## src/rtl/mem_arb_pkg.sv

```systemverilog
// Shared types for the cache-line memory port arbiter.
// State encoding, burst owner encoding and word geometry.
package mem_arb_pkg;

    typedef enum logic [2:0] {
        IDLE,
        RD_BURST,
        WR_BURST,
        DRAIN,
        DONE
    } state_t;

    typedef enum logic [1:0] {
        NONE,
        DC,
        IC
    } owner_t;

    localparam int WORD_BYTES = 4;
    localparam int WORD_SHIFT = $clog2(WORD_BYTES);

endpackage

```

## src/rtl/mem_arb_rr.sv

```systemverilog
// Two-way requester picker for the memory port arbiter.
// Round robin by default; MEM_ARB_FIXED_PRIO_EN makes dcache always win.
module mem_arb_rr
    import mem_arb_pkg::*;
(
    input  logic   d_req,
    input  logic   i_req,
    input  owner_t last_grant,
    output owner_t grant
);

`ifdef MEM_ARB_FIXED_PRIO_EN
    logic unused_last;
    assign unused_last = ^last_grant;

    // dcache beats icache whenever both ask
    always_comb begin
        grant = NONE;
        if (d_req) begin
            grant = DC;
        end else if (i_req) begin
            grant = IC;
        end
    end
`else
    // on a tie, hand the port to whoever did not get it last
    always_comb begin
        grant = NONE;
        if (d_req && i_req) begin
            grant = (last_grant == DC) ? IC : DC;
        end else if (d_req) begin
            grant = DC;
        end else if (i_req) begin
            grant = IC;
        end
    end
`endif

endmodule

```

## src/rtl/mem_port_arbiter.sv

```systemverilog
// Shares one word-wide memory port between dcache and icache line engines.
// Build option MEM_ARB_FIXED_PRIO_EN: dcache wins ties instead of round robin.
module mem_port_arbiter
    import mem_arb_pkg::*;
#(
    parameter int ADDRBITS     = 32,
    parameter int DATABITS     = 32,
    parameter int LINEWORDBITS = 3
) (
    input  logic                clk,
    input  logic                reset_n,
    input  logic                d_req,
    input  logic                d_we,
    input  logic [ADDRBITS-1:0] d_addr,
    input  logic [DATABITS-1:0] d_wdata,
    output logic                d_wdata_pop,
    output logic [DATABITS-1:0] d_rdata,
    output logic                d_rdata_valid,
    output logic                d_done,
    input  logic                i_req,
    input  logic [ADDRBITS-1:0] i_addr,
    output logic [DATABITS-1:0] i_rdata,
    output logic                i_rdata_valid,
    output logic                i_done,
    output logic [ADDRBITS-1:0] mem_addr,
    output logic [DATABITS-1:0] mem_in,
    output logic                mem_wrreq,
    output logic                mem_rdreq,
    input  logic [DATABITS-1:0] mem_out,
    input  logic                mem_out_valid
);

    localparam int OFFS  = LINEWORDBITS + WORD_SHIFT;
    localparam int BASEW = ADDRBITS - OFFS;
    localparam logic [LINEWORDBITS-1:0] LAST = '1;

    state_t                  state;
    owner_t                  owner;
    owner_t                  last_grant;
    owner_t                  grant;
    logic [LINEWORDBITS-1:0] cnt;
    logic [BASEW-1:0]        base;
    logic [BASEW-1:0]        sel_base;
    logic                    rd;
    logic                    wr;
    logic                    r_pend;
    logic                    d_done_q;
    logic                    i_done_q;

    // line offset bits of the request addresses are don't-care
    logic unused_offs;
    assign unused_offs = ^{d_addr[OFFS-1:0], i_addr[OFFS-1:0]};

    mem_arb_rr u_rr (
        .d_req      (d_req),
        .i_req      (i_req),
        .last_grant (last_grant),
        .grant      (grant)
    );

    assign sel_base = (grant == DC) ? d_addr[ADDRBITS-1:OFFS]
                                    : i_addr[ADDRBITS-1:OFFS];

    // burst sequencer: grant, word count, strobes and done pulse
    always_ff @(posedge clk) begin
        if (!reset_n) begin
            state      <= IDLE;
            owner      <= NONE;
            last_grant <= IC;
            cnt        <= '0;
            base       <= '0;
            rd         <= 1'b0;
            wr         <= 1'b0;
            r_pend     <= 1'b0;
            d_done_q   <= 1'b0;
            i_done_q   <= 1'b0;
        end else begin
            r_pend   <= rd;
            d_done_q <= 1'b0;
            i_done_q <= 1'b0;
            unique case (state)
                IDLE: begin
                    if (grant != NONE) begin
                        owner <= grant;
                        base  <= sel_base;
                        cnt   <= '0;
`ifndef MEM_ARB_FIXED_PRIO_EN
                        last_grant <= grant;
`endif
                        if (grant == DC && d_we) begin
                            state <= WR_BURST;
                            wr    <= 1'b1;
                        end else begin
                            state <= RD_BURST;
                            rd    <= 1'b1;
                        end
                    end
                end
                RD_BURST: begin
                    if (cnt == LAST) begin
                        cnt   <= '0;
                        rd    <= 1'b0;
                        state <= DRAIN;
                    end else begin
                        cnt <= cnt + 1'b1;
                    end
                end
                WR_BURST: begin
                    if (cnt == LAST) begin
                        cnt      <= '0;
                        wr       <= 1'b0;
                        state    <= DONE;
                        d_done_q <= 1'b1;
                    end else begin
                        cnt <= cnt + 1'b1;
                    end
                end
                DRAIN: begin
                    state    <= DONE;
                    d_done_q <= (owner == DC);
                    i_done_q <= (owner == IC);
                end
                DONE: begin
                    state <= IDLE;
                    owner <= NONE;
                end
                default: begin
                    state <= IDLE;
                end
            endcase
        end
    end

    assign mem_rdreq   = rd;
    assign mem_wrreq   = wr;
    assign d_wdata_pop = wr;
    assign mem_in      = wr ? d_wdata : '0;
    assign mem_addr    = (rd || wr)
                       ? {base, cnt, {WORD_SHIFT{1'b0}}}
                       : '0;

    assign d_rdata_valid = r_pend && mem_out_valid && (owner == DC);
    assign i_rdata_valid = r_pend && mem_out_valid && (owner == IC);
    assign d_rdata       = d_rdata_valid ? mem_out : '0;
    assign i_rdata       = i_rdata_valid ? mem_out : '0;

    assign d_done = d_done_q;
    assign i_done = i_done_q;

endmodule

```

## config.mk

```make
export PLATFORM = sky130hd
export DESIGN_NAME = mem_port_arbiter
export DESIGN_NICKNAME = d
export VERILOG_FILES = /design/src/rtl/mem_arb_pkg.sv /design/src/rtl/mem_arb_rr.sv /design/src/rtl/mem_port_arbiter.sv
export SDC_FILE = /design/constraint.sdc
export NUM_CORES = 1
export LEC_CHECK = 0
export BUFFER_PORTS_ARGS = -buffer_cell sky130_fd_sc_hd__buf_2
export CAP_MARGIN = 20
export CELL_PAD_IN_SITES_DETAIL_PLACEMENT = 1
export CELL_PAD_IN_SITES_GLOBAL_PLACEMENT = 2
export CORE_MARGIN = 2
export CORE_UTILIZATION = 16
export DETAILED_ROUTE_END_ITERATION = 8
export HOLD_SLACK_MARGIN = 0.05
export PLACE_DENSITY = 0.82
export SLEW_MARGIN = 20
export SYNTH_ARGS = -nofsm -noshare
export SYNTH_HDL_FRONTEND = slang
export SYNTH_SLANG_ARGS = --single-unit
```

## constraint.sdc

```tcl
create_clock -name clk -period 1.6 [get_ports clk]
set_input_delay 0.24 -clock clk [delete_from_list [all_inputs] [get_ports clk]]
set_output_delay 0.24 -clock clk [all_outputs]
set_load 0.05 [all_outputs]
```

==> results.md <==
- DP Area: approximately 4600 µm²
- Final setup fails: 64
- DRT Wirelength: 13600 µm
- CP startpoint kind: flop
- Sequential share of the synthesized area: 31.0%
- Root buffer selected by CTS: clkbuf_16
- Cell leakage power: 2.86 nW
- Largest net degree at the start of global routing: 53
- Grt total ovfl: 0
- Die H: approximately 130 µm
- Worst-Skew Late Latency: ~0.28 ns
- CORE AREA: 16600 µm²
- Cell Pwr Density: 793 nW/µm²
- Minimum clock period: about 1.7 ns
- Worst VDD drop: 0.441 mV
- Vias in the first global route: roughly 3600
- Maximum clock rate: 581 MHz
- Kind of critical path: reg -> out
- Async SR Flop Fraction: 0%
- Hold Fails Final Rpt: 0
- DRT Pass-1 Iters: 4
- Total GRT Usage: between 10% and 20%
- Placed cell count: 841
- Die area: 18000 µm²
- Drt wl/cell: about 16 µm
- Synth Flop Type: dfxtp_1
- Max_cap viols: 0
- Commonest non-fill, non-tap cell in the layout: buf_2
- Share of layout cells above drive strength 1: ~64%
- Status: finished with violations
- Final net count: ~780
- Starting density of the core: 16.4%
- Fin cells: 864
- Slew Viols, Final: 0
- CTS H-Tree Depth: 2
- Antenna cells: 0
- Initial DRC count: 43
- Clock slew at reported path FFs: approximately 0.060 ns
- Worst clock skew: 0.00384 ns
- RSZ-0062 raised after global routing: yes
- Hold slack: around 0.21 ns
- Overall Power: between 4 and 5 mW
- Layout area overhead: 122%
- Commonest non-fill, non-tap cells in the layout: buf_2 (148), nand2_1 (60), buf_8 (56), and2_4 (46), buf_6 (41)
- CTS Sinks: 42
- Setup ws final: -0.120 ns
- Via/cell ratio: 4.18
- Critical path peak fanout: 17
- First-pass GRT wire length: roughly 19000 µm
- FP Rows: 47
- Syn Area/Cell: 7.26 µm²
- Fin crit share: 107%
- Remaining antenna violation count: 0
- PortBufs: around 260
- Synth area leader: dfxtp_1
- Drt drc: 0
- Number of flops mapped to enable cells by yosys: 0
- TNS Setup: -6.19 ns
- Post-Syn Area: 2720 µm²
- CTS tree: done
- Cts bufs inserted: 5
- Synth top area cells: dfxtp_1 (31%), and2_1 (22%), nand2_1 (8.4%)
- GPL Wtd Cong: 0.722
- # fillers: slightly below 2000
- Die width: ~130 µm
- Hold Crit Class: in -> reg
- FF+latch count, synth: 42
- Critical Path AT: between 1 and 1.5 ns
- Critical path endpoint category: output pin
- Max clock buf depth: 2
- Post-synthesis cell count: 374
- Failing checks: setup timing
- Yosys top cell area share: 31.0%
- Number of antenna violations at the first check in global routing: 0
- Post-route design area: 6030 µm²
- Total number of vias: 3611
- Worst EP required: 1.36 ns
- Ports: 269
- Yosys warning count: 0
- Unique cell type count in the Yosys netlist: 38
- Post-DP HPWL: 9240 µm
==> worst paths after layout <==
path                   endpoint  slack (ns)  cells past startpoint          start
hold reg to reg   last_grant[0]        0.49                      2  last_grant[0]
setup reg to reg       state[1]        0.14                      6         cnt[0]
setup / recovery    d_rdata[24]       -0.12                      6         r_pend
hold / removal         base[19]        0.21                      3     i_addr[24]
==> logic make-up after synthesis <==
| kind of cell | Yosys count | synth area share, % |
|---|---|---|
| buffers and inverters | 36 | 7.05 |
| xor gates and xnor gates | 1 | 0.323 |
| AOI/OAI and AO/OA | 73 | 15.7 |
| muxes | 1 | 0.369 |
| other | 1 | 0.138 |
| DFF | 42 | 31.0 |
| adders and majority gates | 2 | 0.922 |
| and+or+nand+nor | 218 | 44.5 |
==> synthesized netlist by cell type, drive strengths merged (2+ instances only) <==
library cell and number:
o21ai 31, nor2b 32, or2 2, nor3 2
nand2 61, nor2 9, a21oi 5, buf 17
clkbuf 16, inv 3, nor3b 2, ha 2
o31ai 3, and2 97, nand2b 4, dfxtp 42
nand3 3, a31oi 28
==> metrics by stage <==
step | util, % | worst slack, ns
detailed placement | 28.0 | 0.0188
global route | 36.4 | -0.187
global placement | 28.0 | 0.0560
floorplan | - | -0.0471
finish | 36.4 | -0.120
CTS | 33.7 | -0.117
==> timing repair <==
action / CTS / global route
buffers inserted: 2 / 5
pin swaps: 4 / 29
hold buffers: 0 / 0
endpoints found under the setup margin: 120 / 97
gates cloned: 3 / 5
gates resized for setup: 220 / 113
==> flip-flops by register name, indices dropped and copies added, names as in the netlist <==
signal       cells
i_done           1
cnt              3
r_pend           1
last_grant       2
mem_rdreq        1
state            3
base            27
owner            2
d_wdata_pop      1
d_done           1
==> report_power, final <==
group	switching [mW]	internal, mW
clock network	0.421	0.731
logic	1.32	0.990
registers	0.113	1.21
==> cell type report <==
type                    instances  area, µm²  area share, %
clock buffers                   5        125           2.08
clock inverters                 3       40.0          0.664
inverters                       3       11.3          0.187
multi-input cells             297       2100           34.9
flip-flops and latches         42        855           14.2
well taps                     220        275           4.57
repair buffers                294       2620           43.5
==> metal layers <==
| metal | global-route usage [%] | routed length (µm) | up-vias |
|---|---|---|---|
| met4 | 2.22 | 321 | 0 |
| li1 | - | - | 1768 |
| met2 | 24.9 | 7060 | 174 |
| met1 | 13.9 | 4800 | 1645 |
| met3 | 5.10 | 1450 | 24 |
| met5 | 0 | 0 | - |
==> worst max-delay path: stages, from the launching register on <==
cell and delay, ns:
dfxtp_2 0.34, nand2_4 0.06, nor3b_4 0.19, buf_4 0.15, buf_12 0.13, and2_2 0.17
buf_6 0.16
(Power assumes the default switching activity.)
